--- src/rtl/opsum_writeback_pkg.sv ---
// rtl/opsum_writeback_pkg.sv - shared types and constants for the opsum drain path
// Purpose: word size, FSM state encoding and the latched tile configuration
//          record used by opsum_writeback and its address generator.
package opsum_writeback_pkg;

    localparam int WORD_BYTES     = 4;
    localparam int WORD_SHIFT     = 2;
    localparam int CFG_ADDR_WIDTH = 32;
    localparam int CFG_DIM_WIDTH  = 8;

    typedef enum logic [1:0] {
        IDLE  = 2'd0,
        RUN   = 2'd1,
        DRAIN = 2'd2,
        DONE  = 2'd3
    } wb_state_e;

    typedef struct packed {
        logic                      relu_en;
        logic [CFG_DIM_WIDTH-1:0]  tile_m;
        logic [CFG_DIM_WIDTH-1:0]  tile_e;
        logic [CFG_DIM_WIDTH-1:0]  tile_f;
        logic [CFG_ADDR_WIDTH-1:0] row_stride;
        logic [CFG_ADDR_WIDTH-1:0] plane_stride;
    } wb_cfg_t;

endpackage

--- src/rtl/wb_addr_gen.sv ---
// rtl/wb_addr_gen.sv - nested m/e/f counters with GLB and DRAM address pointers
// Purpose: walks the tile f-innermost, producing a linear GLB address and a
//          strided DRAM address without any multiplier.
// Ports:   clk_i, rst_i      clock, synchronous active-high reset
//          init_i            load base/origin and clear counters
//          step_i            advance to the next word
//          glb_base_i, dram_origin_i, row_stride_i, plane_stride_i  addressing
//          tile_m_i, tile_e_i, tile_f_i                             extents
//          glb_addr_o, dram_addr_o   addresses of the current word
//          last_o            current word is the final word of the tile
module wb_addr_gen
    import opsum_writeback_pkg::*;
#(
    parameter int ADDR_WIDTH = 32,
    parameter int DIM_WIDTH  = 8
) (
    input  logic                  clk_i,
    input  logic                  rst_i,
    input  logic                  init_i,
    input  logic                  step_i,
    input  logic [ADDR_WIDTH-1:0] glb_base_i,
    input  logic [ADDR_WIDTH-1:0] dram_origin_i,
    input  logic [ADDR_WIDTH-1:0] row_stride_i,
    input  logic [ADDR_WIDTH-1:0] plane_stride_i,
    input  logic [DIM_WIDTH-1:0]  tile_m_i,
    input  logic [DIM_WIDTH-1:0]  tile_e_i,
    input  logic [DIM_WIDTH-1:0]  tile_f_i,
    output logic [ADDR_WIDTH-1:0] glb_addr_o,
    output logic [ADDR_WIDTH-1:0] dram_addr_o,
    output logic                  last_o
);

    logic [DIM_WIDTH-1:0]  f_q, f_d, e_q, e_d, m_q, m_d;
    logic [ADDR_WIDTH-1:0] row_q, row_d, plane_q, plane_d, glb_q, glb_d;
    logic                  f_last, e_last, m_last;

    assign f_last = (f_q + DIM_WIDTH'(1)) == tile_f_i;
    assign e_last = (e_q + DIM_WIDTH'(1)) == tile_e_i;
    assign m_last = (m_q + DIM_WIDTH'(1)) == tile_m_i;

    assign last_o      = f_last && e_last && m_last;
    assign glb_addr_o  = glb_q;
    assign dram_addr_o = row_q + (ADDR_WIDTH'(f_q) << WORD_SHIFT);

    always_comb begin
        f_d     = f_q;
        e_d     = e_q;
        m_d     = m_q;
        row_d   = row_q;
        plane_d = plane_q;
        glb_d   = glb_q;
        if (init_i) begin
            f_d     = '0;
            e_d     = '0;
            m_d     = '0;
            row_d   = dram_origin_i;
            plane_d = dram_origin_i;
            glb_d   = glb_base_i;
        end else if (step_i) begin
            glb_d = glb_q + ADDR_WIDTH'(WORD_BYTES);
            if (f_last) begin
                f_d = '0;
                if (e_last) begin
                    // New channel: both pointers jump to the next plane origin.
                    e_d     = '0;
                    m_d     = m_q + DIM_WIDTH'(1);
                    plane_d = plane_q + plane_stride_i;
                    row_d   = plane_q + plane_stride_i;
                end else begin
                    e_d   = e_q + DIM_WIDTH'(1);
                    row_d = row_q + row_stride_i;
                end
            end else begin
                f_d = f_q + DIM_WIDTH'(1);
            end
        end
    end

    always_ff @(posedge clk_i) begin
        if (rst_i) begin
            f_q     <= '0;
            e_q     <= '0;
            m_q     <= '0;
            row_q   <= '0;
            plane_q <= '0;
            glb_q   <= '0;
        end else begin
            f_q     <= f_d;
            e_q     <= e_d;
            m_q     <= m_d;
            row_q   <= row_d;
            plane_q <= plane_d;
            glb_q   <= glb_d;
        end
    end

endmodule

--- src/rtl/opsum_writeback.sv ---
// rtl/opsum_writeback.sv - drains one opsum tile from GLB into strided DRAM
// Purpose: on start, reads the contiguous [m][e][f] GLB tile one word per
//          cycle and writes it to DRAM at row/plane pitches, optional ReLU.
// Ports:   clk, rst, start, finish, busy, relu_en          control
//          tile_m/e/f, glb_opsum_base_addr, dram_tile_addr,
//          dram_row_stride, dram_plane_stride              tile config
//          glb_r_addr, glb_r_data                          GLB read port
//          dram_we, dram_addr, dram_w_data                 DRAM write port
module opsum_writeback
    import opsum_writeback_pkg::*;
#(
    parameter int ADDR_WIDTH = 32,
    parameter int DATA_WIDTH = 8,
    parameter int DIM_WIDTH  = 8
) (
    input  logic                    clk,
    input  logic                    rst,
    input  logic                    start,
    output logic                    finish,
    output logic                    busy,
    input  logic                    relu_en,
    input  logic [DIM_WIDTH-1:0]    tile_m,
    input  logic [DIM_WIDTH-1:0]    tile_e,
    input  logic [DIM_WIDTH-1:0]    tile_f,
    input  logic [ADDR_WIDTH-1:0]   glb_opsum_base_addr,
    input  logic [ADDR_WIDTH-1:0]   dram_tile_addr,
    input  logic [ADDR_WIDTH-1:0]   dram_row_stride,
    input  logic [ADDR_WIDTH-1:0]   dram_plane_stride,
    output logic [ADDR_WIDTH-1:0]   glb_r_addr,
    input  logic [4*DATA_WIDTH-1:0] glb_r_data,
    output logic                    dram_we,
    output logic [ADDR_WIDTH-1:0]   dram_addr,
    output logic [4*DATA_WIDTH-1:0] dram_w_data
);

    wb_state_e             state_q, state_d;
    wb_cfg_t               cfg_q, cfg_d;
    logic                  empty_q, empty_d;
    logic                  dram_we_q;
    logic [ADDR_WIDTH-1:0] dram_addr_q;
    logic [ADDR_WIDTH-1:0] gen_dram_addr;
    logic                  gen_last;
    logic                  accept, dims_zero, in_run;

    assign accept    = (state_q == IDLE) && start;
    assign dims_zero = (tile_m == '0) || (tile_e == '0) || (tile_f == '0);
    assign in_run    = (state_q == RUN);

    wb_addr_gen #(
        .ADDR_WIDTH (ADDR_WIDTH),
        .DIM_WIDTH  (DIM_WIDTH)
    ) u_addr_gen (
        .clk_i          (clk),
        .rst_i          (rst),
        .init_i         (accept),
        .step_i         (in_run),
        .glb_base_i     (glb_opsum_base_addr),
        .dram_origin_i  (dram_tile_addr),
        .row_stride_i   (cfg_q.row_stride),
        .plane_stride_i (cfg_q.plane_stride),
        .tile_m_i       (cfg_q.tile_m),
        .tile_e_i       (cfg_q.tile_e),
        .tile_f_i       (cfg_q.tile_f),
        .glb_addr_o     (glb_r_addr),
        .dram_addr_o    (gen_dram_addr),
        .last_o         (gen_last)
    );

    always_comb begin
        state_d = state_q;
        cfg_d   = cfg_q;
        empty_d = empty_q;
        case (state_q)
            IDLE: begin
                if (start) begin
                    cfg_d.relu_en      = relu_en;
                    cfg_d.tile_m       = tile_m;
                    cfg_d.tile_e       = tile_e;
                    cfg_d.tile_f       = tile_f;
                    cfg_d.row_stride   = dram_row_stride;
                    cfg_d.plane_stride = dram_plane_stride;
                    empty_d            = dims_zero;
                    state_d            = dims_zero ? DONE : RUN;
                end
            end
            RUN:   if (gen_last) state_d = DRAIN;
            DRAIN: state_d = DONE;
            // An empty tile idles one cycle in DONE so finish keeps the
            // same start-to-finish latency of N+2 as a populated tile.
            DONE: begin
                if (empty_q) empty_d = 1'b0;
                else         state_d = IDLE;
            end
            default: state_d = IDLE;
        endcase
    end

    always_ff @(posedge clk) begin
        if (rst) begin
            state_q     <= IDLE;
            cfg_q       <= '0;
            empty_q     <= 1'b0;
            dram_we_q   <= 1'b0;
            dram_addr_q <= '0;
        end else begin
            state_q   <= state_d;
            cfg_q     <= cfg_d;
            empty_q   <= empty_d;
            // Write side trails the read by one cycle to match GLB latency.
            dram_we_q <= in_run;
            if (in_run) dram_addr_q <= gen_dram_addr;
        end
    end

    assign busy        = (state_q == RUN) || (state_q == DRAIN);
    assign finish      = (state_q == DONE) && !empty_q;
    assign dram_we     = dram_we_q;
    assign dram_addr   = dram_addr_q;
    assign dram_w_data = (cfg_q.relu_en && glb_r_data[4*DATA_WIDTH-1]) ? '0 : glb_r_data;

endmodule

--- config.mk ---
export PLATFORM = sky130hd
export DESIGN_NAME = opsum_writeback
export DESIGN_NICKNAME = d
export VERILOG_FILES = /design/src/rtl/opsum_writeback_pkg.sv /design/src/rtl/wb_addr_gen.sv /design/src/rtl/opsum_writeback.sv
export SDC_FILE = /design/constraint.sdc
export NUM_CORES = 1
export LEC_CHECK = 0
export BUFFER_PORTS_ARGS = -buffer_cell sky130_fd_sc_hd__buf_2
export CORE_ASPECT_RATIO = 0.9
export CORE_MARGIN = 2
export CORE_UTILIZATION = 51
export CTS_CLUSTER_SIZE = 25
export DETAILED_ROUTE_END_ITERATION = 10
export PLACE_DENSITY_LB_ADDON = 0.2
export SLEW_MARGIN = 20
export SYNTH_ARGS = -nofsm -noshare
export SYNTH_HDL_FRONTEND = slang
export SYNTH_SLANG_ARGS = --single-unit
--- constraint.sdc ---
create_clock -name clk -period 2.71 [get_ports clk]
set_input_delay 0.542 -clock clk [delete_from_list [all_inputs] [get_ports clk]]
set_output_delay 0.542 -clock clk [all_outputs]
set_load 0.02 [all_outputs]
[Word-level counts from Yosys, hierarchy flattened]
Index checks and enable logic that the tools add are counted.
Word-level totals
  register bits: 245
  input port bits: 188
  output and inout port bits: 99
  word-level logic and storage cells: 77
Operators by class
  add/subtract/negate cells: 7
  equality and inequality tests: 9
  muxes and demuxes: 20
  reductions and logical operators: 25
Operator list (count)
  2-to-1 mux 32 bit: 11
  adder 32 bit: 2
  adder 32 x 10 -> 32 bit: 1
  adder 32 x 3 -> 32 bit (second input constant): 1
  adder 8 x 1 -> 8 bit (second input constant): 3
  equality test 8 bit: 3
  logical NOT 8 bit: 3
  2-to-1 mux 8 bit: 2
  AND reduction 3 bit: 3
  2-to-1 mux 2 bit: 4
  case mux 2 bit (4 select lines): 1
  AND reduction 2 bit: 4
  nonzero test 2 bit: 4
  != test 2 bit (second input constant): 3
  logical AND 1 bit: 5
  equality test 2 bit (second input constant): 2
  logical OR 1 bit: 3
  equality test 2 x 1 -> 1 bit (second input constant): 1
  logical NOT 2 bit: 1
  case mux 1 bit (2 select lines): 1
  OR reduction 2 bit: 1
  logical NOT 1 bit: 1
  2-to-1 mux 1 bit: 1

[Logic depth before layout (Yosys ltp)]
Gate-level depths: netlist (run 1).
  depth after elaboration: 6
  depth in mapped cells: 13
  depth with buffers taken out: 12

[Cells and area by module]
A second synthesis (run 1) with hierarchy kept.
Unflattened totals
  cells, all modules: 1875
  area total of the unflattened synthesis: 14721.6 um2
By module, submodules not included
  wb_addr_gen: times used 1, cells each 1311, area each 10040.9 um2, seq. area each 2402.3 um2
  opsum_writeback: times used 1, cells each 564, area each 4680.7 um2, seq. area each 2502.4 um2

[Worst setup path before layout (run 1)]
OpenSTA, ideal clock, no wires.
  path kind: reg2reg
  from: register u_addr_gen.f_q[0]
  to: register dram_addr_q[12], in the netlist dram_addr[12]
  library setup time: 0.091 ns
  arrival: 2.698 ns
  data required time: 2.619 ns
  path slack: -0.079 ns
  cell stages (with the launch flop): 14
  path buffers: 1
  clock period less this slack: 2.789 ns
  path through: dfxtp_1 ha_1 inv_1 fa_1 and2b_1 o21ai_1 a21boi_2 o21ai_1 a21oi_1 o21ai_2 and2_1 clkbuf_1 or3_1 a311oi_1
On the way
  cells in the longest elaborated chain, start to end: 1
RTL lines
  from (decl): line wb_addr_gen.sv:33  | logic [DIM_WIDTH-1:0] f_q, f_d, e_q, e_d, m_q, m_d;
  from (signal assigned): line wb_addr_gen.sv:81  | f_q <= '0;
  from (signal assigned): line wb_addr_gen.sv:88  | f_q <= f_d;
  adder 32 x 10 -> 32 bit: line wb_addr_gen.sv:43  | assign dram_addr_o = row_q + (ADDR_WIDTH'(f_q) << WORD_SHIFT);
  to (signal assigned): line opsum_writeback.sv:111  | if (in_run) dram_addr_q <= gen_dram_addr;
  to (decl): line opsum_writeback.sv:40  | logic [ADDR_WIDTH-1:0] dram_addr_q;
No other way between the ends.
A chain may end at the register's enable or synchronous reset.

[Worst setup path after layout (run 1)]
  from: register u_addr_gen.plane_q[0]
  to: register u_addr_gen.plane_q[20]
On the way
  cells in the longest elaborated chain, start to end: 5
RTL lines
  from (decl): line wb_addr_gen.sv:34  | logic [ADDR_WIDTH-1:0] row_q, row_d, plane_q, plane_d, glb_q, glb_d;
  from (signal assigned): line wb_addr_gen.sv:92  | plane_q <= plane_d;
  adder 32 bit: line wb_addr_gen.sv:67  | plane_d = plane_q + plane_stride_i;
  2-to-1 mux 32 bit: line wb_addr_gen.sv:63  | if (e_last) begin
  2-to-1 mux 32 bit: line wb_addr_gen.sv:61  | if (f_last) begin
  2-to-1 mux 32 bit: line wb_addr_gen.sv:59  | end else if (step_i) begin
  2-to-1 mux 32 bit: line wb_addr_gen.sv:52  | if (init_i) begin
No other way between the ends. The select of a mux whose other input is x is not followed.

==> results of run 1 <==
power by group through the flow:
stage	registers [W]	clock network, W	logic (W)
finish	0.00499	0.00411	0.00631
global route	0.00506	0.00429	0.00692
CTS	0.00496	0.00417	0.00610
detailed placement	0.00503	0	0.00600
global placement	0.00501	0	0.00591
floorplan	0.00517	0	0.00368
cells in the mapped netlist, types with 6 or more instances:
master	n
a211oi_1	60
a21o_1	29
a21oi_1	212
a311oi_1	28
a31oi_1	23
a41oi_1	6
and2_1	41
and3_1	23
and4_1	6
buf_2	25
clkbuf_1	79
dfxtp_1	245
ha_1	78
inv_1	36
mux2i_1	13
nand2_1	344
nand3_1	53
nand4_1	18
nor2_1	178
nor2b_1	13
nor3_1	24
nor4_1	10
o211ai_1	15
o21a_1	7
o21ai_0	83
o21bai_1	9
o31ai_1	9
or3_1	28
xnor2_1	65
xor2_1	64
flip-flops by register name, indices dropped and copies added, names as in the netlist:
| name | flops |
|---|---|
| u_addr_gen.plane_q | 32 |
| u_addr_gen.f_q | 8 |
| u_addr_gen.m_q | 8 |
| u_addr_gen.e_q | 8 |
| cfg_q | 89 |
| u_addr_gen.glb_addr_o | 32 |
| empty_q | 1 |
| state_q | 2 |
| dram_we | 1 |
| u_addr_gen.row_q | 32 |
| dram_addr | 32 |
cells by family after synthesis:
logic type	share of synthesized area, %
XOR/XNOR	7.789
AND/OR/NAND/NOR	23.54
multiplexers	0.8795
AO/OA/AOI/OAI	23.50
flip-flops	33.15
buffers and inverters	4.144
adder cells (fa/ha/maj)	7.002
layout make-up:
| type | instances | area [µm²] | share of cell area, % |
|---|---|---|---|
| Clock buffer | 39 | 793.3 | 4.186 |
| Inverter | 36 | 135.1 | 0.7131 |
| Sequential cell | 245 | 4920 | 25.96 |
| Timing Repair Buffer | 432 | 2663 | 14.05 |
| Multi-Input combinational cell | 1538 | 9776 | 51.58 |
| Antenna cell | 1 | 2.502 | 0.01320 |
| Clock inverter | 12 | 203.9 | 1.076 |
| Tap cell | 366 | 457.9 | 2.416 |
final timing paths:
kind / start / to / slack [ns]
worst min-delay path: glb_opsum_base_addr[1] / u_addr_gen.glb_addr_o[1]$_SDFFE_PP0P_ / 0.22
worst max-delay path: u_addr_gen.plane_q[0]$_SDFFE_PP0P_ / u_addr_gen.plane_q[20]$_SDFFE_PP0P_ / -0.04
worst min register to register: u_addr_gen.glb_addr_o[1]$_SDFFE_PP0P_ / u_addr_gen.glb_addr_o[1]$_SDFFE_PP0P_ / 0.46
worst max register to register: u_addr_gen.plane_q[0]$_SDFFE_PP0P_ / u_addr_gen.plane_q[20]$_SDFFE_PP0P_ / -0.04
metal layers:
| layer | share of wire [%] | track usage (%) | vias up |
|---|---|---|---|
| li1 | - | - | 7545 |
| met1 | 43 | 38.72 | 7306 |
| met2 | 47 | 50.89 | 577 |
| met3 | 6.7 | 4.518 | 98 |
| met4 | 2.9 | 8.255 | 0 |
| met5 | 0 | 0 | - |
worst max-delay path: stages, from the launching register on:
cell and delay, ns:
dfxtp_2 0.34, ha_4 0.17, fa_2 0.37, a21oi_2 0.18, o211ai_1 0.21, a31oi_2 0.28
o21ai_2 0.12, a221o_1 0.34, a21oi_2 0.19, xnor2_2 0.14, nand2_1 0.09, a311oi_1 0.24
what timing repair did:
item	in CTS	in global routing
setup endpoints to repair	52	71
gates cloned	0	1
pin swaps	26	73
setup buffers	12	13
gates resized for setup	38	77
through the flow:
| stage | setup slack, ns | cell area [µm²] | std cells |
|---|---|---|---|
| CTS | -0.01147 | 18490 | 2657 |
| finish | -0.03784 | 18950 | 2669 |
| global route | -0.1911 | 18950 | 2668 |
| floorplan | 0.01196 | 14800 | 1930 |
| detailed placement | -0.2715 | 17260 | 2595 |
| global placement | -0.2188 | 17260 | 2595 |
==> metrics.txt, run 1 <==
number of synthesized flops with an enable pin=0; total routed wirelength=47470 µm; Synth Flop Type=dfxtp_1; RSZ-0062 raised after global routing=yes; Slew Limit Fails=0; vias in the first global route=14.17k; worst vdd ir=501.5 µV; post-synthesis cell count=~1.9k; Worst-Margin Slew=0.6347 ns; commonest non-fill, non-tap cell in the layout=nand2_1; hold crit path type=in -> reg; Design Power=0.01541 W; Cell Pwr Density=813.4 nW/µm²; Mean Syn Cell Area=7.666 µm²; largest net degree at the start of global routing=91; status=finished with violations; Post-layout nets=2550; placed wire-length estimate=about 35000 µm; Netlist cell types=82; FP Rows=59; gr usage total=29.61%; Final Setup Violations=5; Syn-to-layout area delta=28.08%; CTS H-Tree Depth=1; Switch Pwr=between 0.006 and 0.007 W; Syn Nets=approximately 2.2k; initial drt markers=1082; TritonCTS clock tree=done; critical path class=reg -> reg; fin util=65.99%; first-pass iteration count of the detailed router=5; switch share=39.37%; clk buf depth=3; vias per inst=5.817; # clock sinks=245; Die W=183.5 µm; Yosys top cell area share=33.15%; sequential share of power=between 30% and 40%; area of the die=30390 µm²; Vias=between 15k and 20k; cts hold-fix bufs=0; skew final=0.01562 ns; sequential fraction of the synthesis area=approximately a third; drt wl/cell=17.79 µm; Core Region=roughly 29000 µm²; Synth Register Bits=245; first-pass GRT wire length=72790 µm; Worst setup SP type=register; Tmin final=2.748 ns; remaining global-route overflow=0; ANT nets after route=0; Max-cap violations=0; Final period util=101.4%; Reg2Reg Depth=11; count of input and output buffers=286; critical path data arrival time=about 3.2 ns; Fill cells=between 2k and 3k; Synth area leader=dfxtp_1; worst path required time=3.19 ns; setup ws final=-0.03784 ns; highest clock rate=363.9 MHz; Num CTS Buffers=28; Clock transition at path regs=0.07 ns; layout cells sized above 1=about a quarter; I/O pin count=287; synthesized area=~15000 µm²; GPL Wtd Cong=0.9447; clock root buffer=clkbuf_16; chip height=~170 µm; synthesis warning total=0; nature of the critical path endpoint=register; Final Hold Fails=0; dominant cells by area after synthesis=dfxtp_1 33%, nand2_1 8.7%, a21oi_1 7.2%; Fin Hold WS=0.2171 ns; Clock Power Share=26.7%; FFs w/ async S/R, synth=0%; setup TNS=-0.09394 ns; Initial Util=51.52%; failing checks=negative setup slack; most frequent cells in the layout=341 x nand2_1, 285 x buf_2, 235 x dfxtp_1; drt drc=0; combinational share of power=40.9%; CP max FO=3; slew margin rel.=57.59%; initial antenna violation count=1; internal power=0.009345 W; Clock Latency Late Sink=0.56 ns; worst hold stages=3; Pleak=8.153 nW
Note: power is estimated with default switching activity, not from simulation.
==> run 2: changes to the inputs <==
Settings changed: SETUP_SLACK_MARGIN from default to 0.02, TNS_END_PERCENT from default to 1.
==> run 2 against run 1 <==
Effect of this change:
- the flow still finishes with violations (negative setup slack)
- critical endpoint unchanged
- cell area up 0.77%
- clock skew down 0.0070 ns
- critical path depth up 1
- combinational power up 3%
- first-iteration DRC count down 4.0%
- wire length up 4.8%
- via count up 1.1%
- power up 2.5%
==> metrics.txt, run 2 (synthesis gave the netlist of run 1 again) <==
placed wire-length estimate=36830 µm; CTS H-Tree Depth=1; Design Power=0.01579 W; Final period util=101.2%; remaining global-route overflow=0; internal power=about 0.0096 W; critical path depth in cells=12; skew final=roughly 0.0086 ns; commonest non-fill, non-tap cell in the layout=nand2_1; # diodes=0; Final Hold Fails=0; slew margin rel.=between 50% and 60%; clock root buffer=clkbuf_16; initial antenna violation count=0; total routed wirelength=49740 µm; switch share=39.04%; Num CTS Buffers=28; CP max FO=3; clk buf depth=3; highest clock rate=about 360 MHz; max reg flops=89; Worst-Margin Slew=0.6945 ns; worst hold stages=3; Die W=around 180 µm; CP Cell Sequence=ha_4 > fa_2 > a21oi_4 > o211ai_1 > buf_4 > a31oi_4 > o21ai_2 > a221o_1 > a21oi_2 > xnor2_2 > nand2_1 > a311oi_1; R2R Setup Slk=-0.03 ns; Clock Power Share=a little over a quarter; number of buffers and inverters on the critical path=1; failing checks=negative setup slack; Clock transition at path regs=around 0.060 ns; area of the die=30390 µm²; Reg2Reg Depth=12; Core Region=28720 µm²; vias per inst=between 5 and 6; fin util=66.50%; nature of the critical path endpoint=register; Pleak=8.304 nW; cts hold-fix bufs=0; Slew Limit Fails=0; layout cells sized above 1=26.29%; status=finished with violations; drt wl/cell=18.52 µm; drt drc=0; Final Setup Violations=6; vias in the first global route=14.71k; first-pass GRT wire length=77020 µm; Switch Pwr=0.006167 W; worst vdd ir=604.1 µV; most frequent cells in the layout=341 x nand2_1, 285 x buf_2, 235 x dfxtp_1; Initial Util=51.52%; # clock sinks=between 200 and 250; RSZ-0062 raised after global routing=yes; Clock Latency Late Sink=0.55 ns; first-pass iteration count of the detailed router=5; TritonCTS clock tree=done; critical path's slowest cell=fa_2; setup ws final=-0.03143 ns; I/O pin count=between 200 and 300; Vias=15.69k; hold crit path type=in -> reg; Tmin final=~2.7 ns; ANT nets after route=0; Syn-to-layout area delta=29.07%; critical path class=reg -> reg; sequential share of power=around a third; Cell Pwr Density=827.1 nW/µm²; critical path data arrival time=3.21 ns; initial drt markers=between 1k and 1.5k; Max-cap violations=0; largest net degree at the start of global routing=97; gr usage total=between 30% and 40%; count of input and output buffers=286; combinational share of power=about two fifths; Top reg by flops=cfg_q; worst path required time=3.18 ns; Worst setup SP type=register; Post-layout nets=2567; FP Rows=59; chip height=165.6 µm; Worst path max stage delay=0.42 ns; Worst path top cell family by delay=compound AO/OA/AOI/OAI gates; GPL Wtd Cong=~0.95
==> run 2: worst paths after layout <==
check | start | to
max | u_addr_gen.plane_q[0]$_SDFFE_PP0P_ | u_addr_gen.plane_q[20]$_SDFFE_PP0P_
min | dram_plane_stride[4] | cfg_q[4]$_SDFFE_PP0P_
max reg2reg | u_addr_gen.plane_q[0]$_SDFFE_PP0P_ | u_addr_gen.plane_q[20]$_SDFFE_PP0P_
min reg2reg | dram_addr[8]$_SDFFE_PP0P_ | dram_addr[8]$_SDFFE_PP0P_
==> run 2: worst min-delay path, stage by stage <==
cell	delay (ns)
buf_2	0.09
nand2_1	0.04
a21oi_1	0.05
==> run 2: what timing repair did <==
item                                    CTS  global route
gates resized for setup                  37            70
setup buffers                            13             5
pin swaps                                20            28
endpoints found under the setup margin   37            86
cloned                                    0             0
==> run 2: area by class of cell <==
class	count	area (µm²)
fill	2525	9619
timing repair buffer	449	2825
multi-input combinational	1538	9696
clock buffer	39	843.3
clock inverter	13	220.2
sequential	245	4920
inverter	36	135.1
tap	366	457.9
==> run 2: per-layer routing <==
metal	vias up	routed length (µm)	GRT usage (%)
li1	7605	-	-
met1	7396	21490	40.90
met2	591	23380	54.41
met3	98	3337	4.627
met4	0	1533	10.11
met5	-	0	0
==> run 2: power by group through the flow <==
| stage | combinational [W] | clock, W | sequential [W] |
|---|---|---|---|
| 3_5_place_dp | 0.00613 | 0 | 0.00502 |
| 4_1_cts | 0.00626 | 0.00437 | 0.00496 |
| 6_report | 0.00647 | 0.00433 | 0.00499 |
| 5_1_grt | 0.00707 | 0.00451 | 0.00505 |
| 2_1_floorplan | 0.00368 | 0 | 0.00517 |
| 3_3_place_gp | 0.00607 | 0 | 0.00501 |
==> run 2: per-stage QoR <==
stage	hold slack (ns)	instances	TNS (ns)	setup WS [ns]	cell area, µm²
after floorplan	0.4356	1930	0	0.02348	14800
after global placement	0.4430	2616	-1.822	-0.2972	17460
after detailed placement	0.4540	2616	-3.021	-0.3310	17460
after CTS	0.2108	2681	-0.006014	-0.006014	18770
after global routing	0.2207	2686	-2.174	-0.1646	19100
final	0.2240	2686	-0.08415	-0.03143	19100
==> run 3: changes to the inputs <==
Settings changed: CORE_UTILIZATION 51 to 56.
Clock period 2.71 ns to 2.6 ns, I/O delays scaled along.
==> run 3 against run 2 <==
Effect of this change:
- the flow still finishes with violations (negative setup slack)
- critical path type unchanged
- cell area rose by 0.26%
- setup slack got worse by 0.097 ns
- fmax rose by 0.48%
- power rose by 2.4%
- final cell count barely moved
- clock-buffer cell count fell by 1
- global-route usage rose by 2.8 points
- utilization rose by 7.2 points
- first-iteration DRC count rose by 30%
==> metrics.txt, run 3 (synthesis gave the netlist of run 1 again) <==
# diodes=0; remaining global-route overflow=0; Post-layout nets=2592; worst path required time=2.99 ns; Syn-to-layout area delta=29.41%; Max-cap violations=0; count of input and output buffers=between 200 and 300; CTS H-Tree Depth=1; CP max FO=3; Final Setup Violations=19; Cell Pwr Density=844.6 nW/µm²; Tmin final=2.728 ns; Switch Pwr=~0.0065 W; Final Hold Fails=0; setup ws final=-0.1283 ns; vias per inst=5.895; critical path data arrival time=between 3 and 4 ns; Worst setup SP type=register; chip height=158.2 µm; I/O pin count=287; Worst-Margin Slew=0.6841 ns; commonest non-fill, non-tap cell in the layout=nand2_1; drt wl/cell=18.49 µm; failing checks=negative setup slack; Vias=approximately 16k; sequential share of power=between 30 and 40%; slew margin rel.=54.40%; skew final=between 0.015 and 0.02 ns; clock root buffer=clkbuf_16; clk buf depth=3; total routed wirelength=49690 µm; first-pass GRT wire length=77490 µm; initial antenna violation count=0; pre-CTS setup slack=-0.3769 ns; Fin Hold WS=0.2129 ns; Initial Util=56.92%; RSZ-0062 raised after global routing=yes; most frequent cells in the layout=342 x nand2_1, 285 x buf_2, 232 x dfxtp_1; internal power=0.009698 W; drt drc=0; initial drt markers=about 1.3k; Clock Power Share=between 20 and 25%; Core Region=25990 µm²; Clock transition at path regs=0.06 ns; area of the die=approximately 28000 µm²; highest clock rate=366.5 MHz; gr usage total=about a third; nature of the critical path endpoint=register; status=finished with violations; vias in the first global route=about 15k; first-pass iteration count of the detailed router=8; setup TNS=-1.106 ns; combinational share of power=43.4%; Top reg by flops=cfg_q; worst vdd ir=~610 µV; Num CTS Buffers=27; # clock sinks=245; Die W=175.3 µm; critical path class=reg -> reg; cts hold-fix bufs=0; Clock Latency Late Sink=0.54 ns; ANT nets after route=0; Pleak=8.293 nW; GPL Wtd Cong=0.9736; max reg flops=89; Fill cells=2118; hold crit path type=in -> reg; fin util=between 70% and 80%; FP Rows=56; largest net degree at the start of global routing=95; switch share=40.03%; TritonCTS clock tree=done; layout cells sized above 1=27.35%; Slew Limit Fails=0; Final period util=104.9%; placed wire-length estimate=36490 µm
==> run 3: cell types whose count changed in the layout (fill, tap and decap cells not counted), moves of 4 or more <==
cell,previous run,this run
o21ai_1,10,6
a211oi_2,7,11
ha_1,73,69
buf_4,145,179
buf_6,8,3
==> run 3: power groups by stage <==
stage,Sequential [W],Clock [W],Combinational (W)
6_report,0.00518,0.00397,0.00702
4_1_cts,0.00515,0.00399,0.00677
2_1_floorplan,0.00539,0,0.00384
5_1_grt,0.00525,0.00416,0.00763
3_5_place_dp,0.00520,0,0.00662
3_3_place_gp,0.00518,0,0.00650
==> run 3: layout make-up <==
cell class / count / area, µm² / share of cell area (%)
clock inverters: 8 / 127.6 / 0.6665
multi-input cells: 1538 / 9782 / 51.09
clock buffers: 38 / 777.0 / 4.058
flip-flops and latches: 245 / 4926 / 25.73
well taps: 348 / 435.4 / 2.274
repair buffers: 475 / 2964 / 15.48
inverters: 36 / 135.1 / 0.7057
==> run 3: worst paths after layout <==
kind / from / endpoint / slack, ns / cells past startpoint
max: u_addr_gen.plane_q[23]$_SDFFE_PP0P_ / u_addr_gen.row_q[28]$_SDFFE_PP0P_ / -0.13 / 10
min: dram_plane_stride[13] / cfg_q[13]$_SDFFE_PP0P_ / 0.21 / 3
max reg2reg: u_addr_gen.plane_q[23]$_SDFFE_PP0P_ / u_addr_gen.row_q[28]$_SDFFE_PP0P_ / -0.13 / 10
min reg2reg: cfg_q[54]$_SDFFE_PP0P_ / cfg_q[54]$_SDFFE_PP0P_ / 0.46 / 2
==> run 3: routing by layer <==
layer / wire length, µm / share of wire [%] / global-route usage [%]
met5: 0 / 0 / 0
met4: 1493 / 3.0 / 10.00
met3: 4127 / 8.3 / 5.379
met2: 22620 / 46 / 56.79
met1: 21450 / 43 / 46.50
==> run 3: stage by stage <==
| stage | cells | total power [W] | area (µm²) |
|---|---|---|---|
| 3_5_place_dp | 2632 | 0.01183 | 17680 |
| 5_1_grt | 2688 | 0.01704 | 19150 |
| 2_1_floorplan | 1930 | 0.009238 | 14830 |
| 4_1_cts | 2686 | 0.01591 | 18850 |
| 3_3_place_gp | 2632 | 0.01168 | 17680 |
| 6_report | 2688 | 0.01617 | 19150 |
==> run 3: timing repair <==
action / CTS / global route
buffers inserted: 8 / 2
endpoints found under the setup margin: 68 / 79
pin swaps: 33 / 29
resized for setup: 50 / 58
==> run 3: critical path, cell delays in order, from the launching register on <==
cell and delay [ns]:
dfxtp_1 0.38, ha_1 0.27, a21oi_1 0.27, o21bai_1 0.10
a21oi_1 0.32, o21ai_0 0.23, a21oi_4 0.24, o21ai_0 0.16
xor2_1 0.19, a221oi_2 0.29, o32ai_2 0.13
